**config.mk**
```make
export PLATFORM = sky130hd
export DESIGN_NAME = seg7_scan_bcd_n
export DESIGN_NICKNAME = d
export VERILOG_FILES = /design/src/rtl/seg7_scan_bcd_n.sv
export SDC_FILE = /design/constraint.sdc
export NUM_CORES = 1
export LEC_CHECK = 0
export CAP_MARGIN = 30
export CELL_PAD_IN_SITES_DETAIL_PLACEMENT = 0
export CELL_PAD_IN_SITES_GLOBAL_PLACEMENT = 1
export CORE_UTILIZATION = 46
export DETAILED_ROUTE_END_ITERATION = 10
export PLACE_DENSITY_LB_ADDON = 0.1
export SKIP_CTS_REPAIR_TIMING = 1
export SYNTH_ARGS = -nofsm -noshare
export SYNTH_HDL_FRONTEND = slang
export SYNTH_SLANG_ARGS = --single-unit
export TNS_END_PERCENT = 100
```
**constraint.sdc**
```tcl
create_clock -name clk -period 2.5 [get_ports clk]
set_clock_uncertainty 0.1 [all_clocks]
set_input_delay 0.25 -clock clk [delete_from_list [all_inputs] [get_ports clk]]
set_output_delay 0.25 -clock clk [all_outputs]
set_load 0.005 [all_outputs]
```
**src/rtl/seg7_scan_bcd_n.sv**
```systemverilog
// Time-multiplexed 7-segment driver: BCD/hex digits, decimal points, leading-zero
// blanking, per-digit blink, and a frame-aligned shadow register for display updates.
module seg7_scan_bcd_n #(
   parameter int DIGITS         = 4,
   parameter int CLK_HZ         = 50000000,
   parameter int SCAN_HZ        = 1000,
   parameter int BLINK_HZ       = 2,
   parameter bit HEX_EN         = 1'b0,
   parameter bit SEL_ACTIVE_LOW = 1'b1,
   parameter bit SEG_ACTIVE_LOW = 1'b1
) (
   input  logic                  clk,
   input  logic                  rstn,
   input  logic [4*DIGITS-1:0]   upd_bcd,
   input  logic [DIGITS-1:0]     upd_dp,
   input  logic                  upd_valid,
   output logic                  upd_ready,
   input  logic                  blank_lz_en,
   input  logic [DIGITS-1:0]     blink_mask,
   output logic [DIGITS-1:0]     sel,
   output logic [7:0]            seg
);

   localparam int SCAN_DIV  = CLK_HZ / SCAN_HZ;
   localparam int BLINK_DIV = CLK_HZ / (2 * BLINK_HZ);
   localparam int SW = (SCAN_DIV  > 1) ? $clog2(SCAN_DIV)  : 1;
   localparam int BW = (BLINK_DIV > 1) ? $clog2(BLINK_DIV) : 1;
   localparam int IW = (DIGITS    > 1) ? $clog2(DIGITS)    : 1;

   localparam logic [DIGITS-1:0] SEL_OFF = SEL_ACTIVE_LOW ? {DIGITS{1'b1}} : {DIGITS{1'b0}};
   localparam logic [7:0]        SEG_OFF = SEG_ACTIVE_LOW ? 8'hFF : 8'h00;

   logic [SW-1:0]          scan_cnt;
   logic [BW-1:0]          blink_cnt;
   logic                   blink_ph;
   logic [IW-1:0]          idx;
   logic                   scan_tick;
   logic                   frame_end;

   logic [4*DIGITS-1:0]    disp_bcd;
   logic [DIGITS-1:0]      disp_dp;
   logic [4*DIGITS-1:0]    sh_bcd;
   logic [DIGITS-1:0]      sh_dp;
   logic                   sh_full;
   logic                   accept;

   logic [DIGITS-1:0]      lz_blank;
   logic                   lz_chain;
   logic [DIGITS-1:0]      onehot;
   logic [3:0]             cur_code;
   logic                   cur_dp;
   logic                   cur_lz;
   logic                   cur_bm;
   logic                   cur_blank;
   logic [7:0]             cur_seg;

   function automatic logic [6:0] seg_pattern(input logic [3:0] code);
      logic [6:0] p;
      case (code)
         4'h0:    p = 7'h3F;
         4'h1:    p = 7'h06;
         4'h2:    p = 7'h5B;
         4'h3:    p = 7'h4F;
         4'h4:    p = 7'h66;
         4'h5:    p = 7'h6D;
         4'h6:    p = 7'h7D;
         4'h7:    p = 7'h07;
         4'h8:    p = 7'h7F;
         4'h9:    p = 7'h6F;
         4'hA:    p = HEX_EN ? 7'h77 : 7'h00;
         4'hB:    p = HEX_EN ? 7'h7C : 7'h00;
         4'hC:    p = HEX_EN ? 7'h39 : 7'h00;
         4'hD:    p = HEX_EN ? 7'h5E : 7'h00;
         4'hE:    p = HEX_EN ? 7'h79 : 7'h00;
         default: p = HEX_EN ? 7'h71 : 7'h00;
      endcase
      return p;
   endfunction

   assign scan_tick = (scan_cnt == SW'(SCAN_DIV - 1));
   assign frame_end = scan_tick && (idx == IW'(DIGITS - 1));
   assign upd_ready = ~sh_full;
   assign accept    = upd_valid && ~sh_full;

   always_ff @(posedge clk or negedge rstn) begin
      if (!rstn) begin
         scan_cnt  <= '0;
         idx       <= '0;
         blink_cnt <= '0;
         blink_ph  <= 1'b0;
      end else begin
         if (scan_tick) begin
            scan_cnt <= '0;
            idx      <= (idx == IW'(DIGITS - 1)) ? '0 : idx + IW'(1);
         end else begin
            scan_cnt <= scan_cnt + SW'(1);
         end
         if (blink_cnt == BW'(BLINK_DIV - 1)) begin
            blink_cnt <= '0;
            blink_ph  <= ~blink_ph;
         end else begin
            blink_cnt <= blink_cnt + BW'(1);
         end
      end
   end

   // Accept only while the shadow is empty, so accept and commit never collide.
   always_ff @(posedge clk or negedge rstn) begin
      if (!rstn) begin
         sh_bcd   <= '0;
         sh_dp    <= '0;
         sh_full  <= 1'b0;
         disp_bcd <= '0;
         disp_dp  <= '0;
      end else if (accept) begin
         sh_bcd  <= upd_bcd;
         sh_dp   <= upd_dp;
         sh_full <= 1'b1;
      end else if (frame_end && sh_full) begin
         disp_bcd <= sh_bcd;
         disp_dp  <= sh_dp;
         sh_full  <= 1'b0;
      end
   end

   // Walk from the most significant digit down; any non-zero code or lit dp ends the chain.
   always_comb begin
      lz_chain = 1'b1;
      lz_blank = '0;
      for (int j = DIGITS - 1; j >= 0; j--) begin
         lz_chain    = lz_chain && (disp_bcd[4*j +: 4] == 4'd0) && !disp_dp[j];
         lz_blank[j] = (j != 0) && lz_chain;
      end
   end

   always_comb begin
      cur_code = 4'd0;
      cur_dp   = 1'b0;
      cur_lz   = 1'b0;
      cur_bm   = 1'b0;
      onehot   = '0;
      for (int k = 0; k < DIGITS; k++) begin
         if (idx == IW'(k)) begin
            cur_code  = disp_bcd[4*k +: 4];
            cur_dp    = disp_dp[k];
            cur_lz    = lz_blank[k];
            cur_bm    = blink_mask[k];
            onehot[k] = 1'b1;
         end
      end
      cur_blank = (blank_lz_en && cur_lz) || (cur_bm && blink_ph);
      cur_seg   = {cur_dp, seg_pattern(cur_code)};
   end

   always_ff @(posedge clk or negedge rstn) begin
      if (!rstn) begin
         sel <= SEL_OFF;
         seg <= SEG_OFF;
      end else if (cur_blank) begin
         sel <= SEL_OFF;
         seg <= SEG_OFF;
      end else begin
         sel <= SEL_ACTIVE_LOW ? ~onehot  : onehot;
         seg <= SEG_ACTIVE_LOW ? ~cur_seg : cur_seg;
      end
   end

endmodule

```
# [After elaboration in Yosys (flattened, before gate mapping)]
# Memories as Yosys holds them, arrays and structs flattened.
# Index checks and enable logic that the tools add are counted.
[word_totals] reg_bits=96 rom_bits=112 inputBits=28 n_memories=1
[mem_list] name="(name not given)" words=16 width=7 rd=1 rd_ports_with_merged_regs=0 write_ports=0 line="59" source="case (code)"
[op_classes] add_sub_neg=3 n_eq_ne=5 mux=26 n_bitwise=5 reduce_logical=20
[op_table] operator="24-bit by 1-bit adder with 24-bit output (second input constant)" n=1
[op_table] operator="24-bit equality test (second input constant)" n=1
[op_table] operator="24-bit two-way mux" n=1
[op_table] operator="4-bit two-way mux" n=5
[op_table] operator="1-bit two-way mux" n=17
[op_table] operator="16-bit by 1-bit adder with 16-bit output (second input constant)" n=1
[op_table] operator="16-bit equality test (second input constant)" n=1
[op_table] operator="16-bit two-way mux" n=1
[op_table] operator="4-bit zero test" n=3
[op_table] operator="1-bit logical AND" n=10
[op_table] operator="8-bit two-way mux" n=1
[op_table] operator="8-bit inverter" n=1
[op_table] operator="2-bit equality test (second input constant)" n=2
[op_table] operator="4-bit inverter" n=1
[op_table] operator="1-bit zero test" n=3
[op_table] operator="1-bit inverter" n=3
[op_table] operator="2-bit by 1-bit adder with 2-bit output (second input constant)" n=1
[op_table] operator="2-bit by 1-bit equality test with 1-bit output (second input constant)" n=1
[op_table] operator="2-bit zero test" n=1
[op_table] operator="2-bit two-way mux" n=1
[op_table] operator="2-bit AND reduction" n=1
[op_table] operator="2-bit nonzero test" n=1
[op_table] operator="1-bit logical OR" n=1

# [Logic depth before layout (Yosys ltp)]
# Gate-level depths: netlist (run 1).
[depth] ltp_word=12 ltp_mapped=12 mapped_depth_nobuf=11

# [Least setup slack after synthesis (run 1)]
# No wires, ideal clock.
[synth_timing] path_kind="reg-to-reg" from="register idx[1]" to="register seg[3]" setup_ns=0.085 t_arrival_ns=2.036 slack_ns=0.279 path_stages_with_launch=12 path_buffers=1 path_cell_list="dfrtp_1 inv_1 ha_1 clkbuf_1 nand3b_1 a21oi_1 a21oi_1 nor2_1 a21oi_1 ha_1 nor3_1 o21ai_1"
[synth_via] elab_chain_len=8 elab_cells_between_ends=21
[synth_lines] element="start, declared" line="36" source="logic [IW-1:0] idx;"
[synth_lines] element="start signal, assigned" line="94" source="idx <= (idx == IW'(DIGITS - 1)) ? '0 : idx + IW'(1);"
[synth_lines] element="2-bit zero test" line="143" source="if (idx == IW'(k)) begin"
[synth_lines] element="4-bit two-way mux / 1-bit two-way mux (equally long branches) (4 in series)" line="143"
[synth_lines] element="memory 16 x 7 bit / 1-bit logical AND (equally long branches)"
[synth_lines] element="8-bit inverter / 1-bit logical OR (equally long branches)" line="164, 151"
[synth_lines] element="8-bit two-way mux *" line="159" source="end else if (cur_blank) begin"
[synth_lines] element="end signal, assigned" line="164" source="seg <= SEG_ACTIVE_LOW ? ~cur_seg : cur_seg;"
[synth_lines] element="end, declared" line="21" source="output logic [7:0] seg"
# Mark *: on every way between the ends. The rest lies on a longest branch, timed or not.
# A chain may end at the register's enable or synchronous reset.

# [Final worst setup path (run 1)]
[layout_timing] from="register idx[0]" to="register seg[3]"
# Same word-level chain as after synthesis.

==> results of run 1 <==
[routing by layer]
layer  part of all wire  vias up  track usage  routed length [um]
met5                  0        -            0                   0
met4              0.016        0      0.06243                 132
met3              0.041       12      0.05153                 337
met2               0.47       46       0.3109                3903
met1               0.47     1433       0.2343                3869
li1                   -     1418            -                   -
[where the power goes]
part / internal (mW) / switching [mW]
combinational: 0.0705 / 0.0461
sequential: 1.59 / 0.0186
clock: 0.589 / 0.537
[worst register-to-register path, delay by kind of cell, from the launching register on]
family / cells / cell delay [ns]
AO/OA/AOI/OAI: 2 / 0.18
adder cells (fa/ha/maj): 2 / 0.67
buffers and inverters: 2 / 0.25
flip-flops: 1 / 0.41
AND/OR/NAND/NOR: 2 / 0.61
[path summary, 6_finish.rpt]
path | depth (start not counted) | slack [ns] | end | startpoint
worst max register to register | 8 | 0.22 | seg[3] | idx[0]
worst min-delay path | 2 | 0.30 | sh_bcd[4] | rstn
min in group clk | 3 | 0.37 | sh_full | upd_valid
worst max-delay path | 8 | 0.22 | seg[3] | idx[0]
worst min register to register | 1 | 0.38 | blink_cnt[0] | blink_cnt[0]
max in group asynchronous | 3 | 1.30 | scan_cnt[1] | rstn
[metrics by stage]
stage / power [mW] / instance area, sq um / hold WS [ns] / setup WS (ns)
after CTS: 2.886 / 5255 / -0.2281 / 0.2163
after global routing: 2.967 / 5269 / 0.3536 / 0.04831
after detailed placement: 1.758 / 5034 / 0.1776 / 0.2338
after global placement: 1.756 / 5034 / 0.1747 / 0.3166
final: 2.851 / 5269 / 0.3040 / 0.2216
after floorplan: 1.668 / 4418 / -0.1456 / 0.2792
[cells in the final DEF, fill, tap and decap left out, types with 2 or more instances in the layout]
cell	synthesis	routed
a21o_1	2	2
a21oi_1	10	9
a221oi_1	2	2
and3_1	3	3
and3b_1	2	2
and4_1	2	2
buf_12	0	2
buf_4	2	11
bufinv_16	0	2
clkbuf_8	0	10
clkdlybuf4s50_1	0	39
clkinvlp_4	0	2
dfrtp_1	84	84
dfstp_2	12	12
ha_1	12	12
inv_1	16	16
mux2_1	20	20
mux2_2	20	20
mux2i_1	2	2
nand2_1	24	24
nand3_1	15	15
nand3b_1	4	4
nand4_1	9	9
nor2_1	37	37
nor2b_1	7	6
nor3_1	11	11
nor4_1	2	2
nor4_2	3	3
nor4b_1	3	3
o21ai_0	5	5
o21ai_1	4	4
or3_1	2	2
xnor2_1	20	20
xor2_1	16	16
[state kept, by name, indices dropped and copies added (netlist names)]
register	count
blink_cnt	24
disp_bcd	16
scan_cnt	16
sh_bcd	16
seg	8
disp_dp	4
sel	4
sh_dp	4
idx	2
blink_ph	1
sh_full	1
[final cells by class]
class	count	area, sq um
Timing Repair Buffer	53	523.0
Inverter	16	60.06
Fill cell	839	4015
Tap cell	129	161.4
Sequential cell	96	2417
Clock inverter	5	80.08
Multi-Input combinational cell	257	1886
Clock buffer	11	141.4
[cells by family (layout without fill, tap and decap cells)]
logic type | after synthesis | count (layout) | share of synthesized area
multiplexers | 42 | 42 | 0.1065
adder cells (fa/ha/maj) | 12 | 12 | 0.03398
buffers and inverters | 28 | 85 | 0.02747
flip-flops | 96 | 96 | 0.5472
AO/OA/AOI/OAI | 31 | 31 | 0.04305
XOR/XNOR | 36 | 36 | 0.07137
AND/OR/NAND/NOR | 136 | 136 | 0.1705
==> results_dict.tcl, run 1 <==
set metrics [dict create \
    status "completed" \
    synth_top_area_frac 0.4758 \
    clock_sinks 96 \
    drc 0 \
    place_congestion 0.8059 \
    synth_edf_count 0 \
    crit_path_end_kind "register" \
    synthTopCellsByCount "84 x dfrtp_1, 37 x nor2_1, 24 x nand2_1" \
    grt_usage 0.1860 \
    drive_gt1_frac 0.1644 \
    yosysWarnings 0 \
    ys_seq_area_frac 0.5472 \
    grt-ovfl-total 0 \
    synthDistinctLibCells 53 \
    cp.required_ns 2.70 \
    cts_tree "done" \
    rsz0062_at_grt "false" \
    yosysMostFrequentCell "dfrtp_1" \
    cap_viol_max_count 0 \
    synthTopCellsByArea "dfrtp_1 48%, dfstp_2 7.1%, mux2_1 5.1%" \
    ys_seq_elements 96 \
    report.final.slew_viol_count 0 \
    fmaxAchievable_mhz 438.9 \
    rows 35 \
    p_per_area_nw_per_um2 541.1 \
    critical_path_buf_inv_count 2 \
    cts.clk_slew.worst_paths_ns 0.09 \
    period_needed_ns 2.278 \
    viasPerCell 5.131 \
    antenna_found_initial 0 \
    worst-setup-path-type "register to register" \
    hold_viol 0 \
    cpMaxStageDelayCell "dfrtp_1" \
    drt_iter0_markers 92 \
    die_w_um 100 \
    place_inst 550 \
    first_global_vias 2974 \
    hpwlAfterDp_um 5692 \
    path_cells "inv_1, ha_1, or3b_1, o221ai_1, inv_1, ha_1, nor3_1, o21ai_1" \
    async_reset_ff_frac 1.000 \
    synth_top_cell_by_area "dfrtp_1" \
    dr_total_vias 2909 \
    holdCritPathClass "primary input to async pin" \
    start_util 0.4759 \
    setup_viol 0 \
    cts_buffers 9 \
    syn_to_final_growth_pct 19.26 \
    wire_per_inst_um 14.54 \
    nets 473 \
    synthFlopType "dfrtp_1" \
    cts_max_level 3 \
    cp-start-kind "register" \
    utilization 0.5675 \
    core_sq_um 9284 \
    cts_root_buf "clkbuf_8" \
    postRouteAntennaNets 0 \
    cpPeakStageDelay_ns 0.41 \
    ir_worst_vdd_uv 357.6 \
    avgSynthCellArea_sq_um 11.60 \
    routed_wl_um 8243 \
    ioPinCount 41 \
    synth_cells 381 \
    synth.net_count 421 \
    crit_family "adder cells" \
    grt_pass1_wl_um 14250 \
    n_antenna_cell 0 \
    worst_pin_slew_ns 0.5645 \
    worst_slew_margin_rel 0.6184 \
    cts.path.max_buffers 2 \
    netlist_area_sq_um 4418 \
    final_cell_count_no_fill 567 \
    insertion_delay_ns 0.38 \
    worstPathArrival_ns 2.48 \
    die_y_um 100 \
    period_share 0.9114 \
    power_leakage_nw 2.381 \
    crit_path_max_fanout 9 \
    fin_tns_setup_ns 0 \
    die_area_sq_um 10000 \
    drt-pass1-iter-count 4 \
    grt_start_max_net_pins 45 \
    portBuffers 40 \
]
Note: power is estimated with default switching activity, not from simulation.
==> inputs of run 2 (changes only) <==
--- a/config.mk
+++ b/config.mk
@@ -5,6 +5,7 @@
 export SDC_FILE = /design/constraint.sdc
 export NUM_CORES = 1
 export LEC_CHECK = 0
+export ABC_CLOCK_PERIOD_IN_PS = 2500
 export CAP_MARGIN = 30
 export CELL_PAD_IN_SITES_DETAIL_PLACEMENT = 0
 export CELL_PAD_IN_SITES_GLOBAL_PLACEMENT = 1
==> results of run 2 <==
The final DEF is identical to that of run 1; final timing and power are the same.
==> inputs of run 3 (changes only) <==
--- a/config.mk
+++ b/config.mk
@@ -11,7 +11,7 @@
 export CELL_PAD_IN_SITES_GLOBAL_PLACEMENT = 1
 export CORE_UTILIZATION = 46
 export DETAILED_ROUTE_END_ITERATION = 10
-export PLACE_DENSITY_LB_ADDON = 0.1
+export PLACE_DENSITY = 0.8
 export SKIP_CTS_REPAIR_TIMING = 1
 export SYNTH_ARGS = -nofsm -noshare
 export SYNTH_HDL_FRONTEND = slang
==> run 3 against run 2 <==
Final cell count is the same. Clock power shrank 8%. Critical path depth up 2. Via count decreased by 0.96%. Sequential share of layout area rose by 0.29 points.
==> results_dict.tcl, run 3 (same netlist as run 1, synthesis figures left out) <==
set metrics [dict create \
    crit_path_end_kind "register" \
    p_per_area_nw_per_um2 527.8 \
    rsz0062_at_grt "false" \
    clock_sinks 96 \
    final_common_cell "dfrtp_1" \
    start_util 0.4759 \
    dp_slack_ns 0.2913 \
    top_register "blink_cnt" \
    cpPeakStageDelay_ns 0.41 \
    power_leakage_nw 2.373 \
    ioPinCount 41 \
    setup_viol 0 \
    path_cells "inv_1, ha_1, nand3b_1, a21oi_1, a21oi_1, nor2_1, a21oi_1, ha_1, nor3_1, o21ai_1" \
    drc 0 \
    fillCellCount 810 \
    die_w_um 100 \
    fmaxAchievable_mhz 446.8 \
    worstPathArrival_ns 2.42 \
    cts_tree "done" \
    die_y_um 100 \
    worst-setup-path-type "register to register" \
    grt-ovfl-total 0 \
    postRouteAntennaNets 0 \
    grt_start_max_net_pins 65 \
    grt_usage 0.1765 \
    status "completed" \
    largest_register_ffs 24 \
    fin_ws_ns 0.2617 \
    crit_family "compound AO/OA/AOI/OAI gates" \
    die_area_sq_um 10000 \
    routed_wl_um 7823 \
    worst_slew_margin_rel 0.6011 \
    insertion_delay_ns 0.36 \
    hold_viol 0 \
    cap_viol_max_count 0 \
    most-common-layout-cells "84 x dfrtp_1, 39 x clkdlybuf4s50_1, 37 x nor2_1" \
    core_sq_um 9284 \
    period_share 0.8953 \
    drive_gt1_frac 0.1621 \
    viasPerCell 5.081 \
    antenna_found_initial 0 \
    dr_total_vias 2881 \
    nets 473 \
    worst_pin_slew_ns 0.5901 \
    critical_path_buf_inv_count 1 \
    cp-start-kind "register" \
    grt_pass1_wl_um 13860 \
    cts_max_level 3 \
    holdCritPathClass "primary input to async pin" \
    cts_buffers 9 \
    design_area_sq_um 5236 \
    syn_to_final_growth_pct 18.52 \
    ir_worst_vdd_uv 408.3 \
    place_area_sq_um 5021 \
    place_congestion 0.8251 \
    cts.path.max_buffers 2 \
    report.final.slew_viol_count 0 \
    critPathMostFrequentCell "a21oi_1" \
    wire_per_inst_um 13.80 \
    crit_path_max_fanout 6 \
    period_needed_ns 2.238 \
    drt_iter0_markers 67 \
    first_global_vias 2904 \
    fin_tns_setup_ns 0 \
    cp.required_ns 2.68 \
    n_antenna_cell 0 \
    portBuffers 40 \
    cts.clk_slew.worst_paths_ns 0.11 \
    cts_root_buf "clkbuf_8" \
    hpwlAfterDp_um 5696 \
    cpMaxStageDelayCell "dfrtp_1" \
    rows 35 \
    drt-pass1-iter-count 4 \
]
[run 3: routing by layer]
| layer | vias up | track usage | part of all wire |
|---|---|---|---|
| li1 | 1415 | - | - |
| met1 | 1412 | 0.2381 | 0.47 |
| met2 | 44 | 0.2912 | 0.49 |
| met3 | 10 | 0.02925 | 0.029 |
| met4 | 0 | 0.06020 | 0.012 |
| met5 | - | 0 | 0 |
[run 3: path summary, 6_finish.rpt]
check / endpoint / slack [ns] / startpoint / cells after the start
setup / recovery: seg[3] / 0.26 / idx[1] / 10
hold / removal: sh_bcd[2] / 0.27 / rstn / 2
setup reg to reg: seg[3] / 0.26 / idx[1] / 10
hold reg to reg: blink_cnt[23] / 0.37 / blink_cnt[23] / 1
max in group asynchronous: blink_cnt[2] / 1.35 / rstn / 3
min in group clk: blink_cnt[23] / 0.37 / blink_cnt[23] / 1
[run 3: where the power goes]
group	total (mW)	switching, mW	internal [mW]	leakage (nW)
clock	1.04	0.542	0.498	0.100
sequential	1.61	0.0191	1.59	1.23
combinational	0.114	0.0447	0.0695	1.04
[run 3: final cells by class]
class / count / area, sq um / area share
Timing Repair Buffer: 53 / 510.5 / 0.09749
Tap cell: 129 / 161.4 / 0.03082
Inverter: 16 / 60.06 / 0.01147
Clock inverter: 5 / 63.81 / 0.01219
Clock buffer: 11 / 141.4 / 0.02700
Multi-Input combinational cell: 257 / 1882 / 0.3594
Sequential cell: 96 / 2417 / 0.4616
[run 3: stage by stage]
step                  util  total power, mW  instances  hold WS, ns
floorplan                -            1.668        381      -0.1456
global placement    0.5408            1.755        550       0.1090
detailed placement  0.5408            1.758        550       0.1132
CTS                 0.5629            2.808        566      -0.2913
global route        0.5640            2.888        567       0.3052
finish              0.5640            2.764        567       0.2662
[run 3: worst reg2reg max path, cell delays in order (launching register included)]
cell      delay [ns]
dfrtp_1         0.41
inv_1           0.10
ha_1            0.27
nand3b_1        0.14
a21oi_1         0.08
a21oi_1         0.15
nor2_1          0.07
a21oi_1         0.28
ha_1            0.32
nor3_1          0.20
o21ai_1         0.08
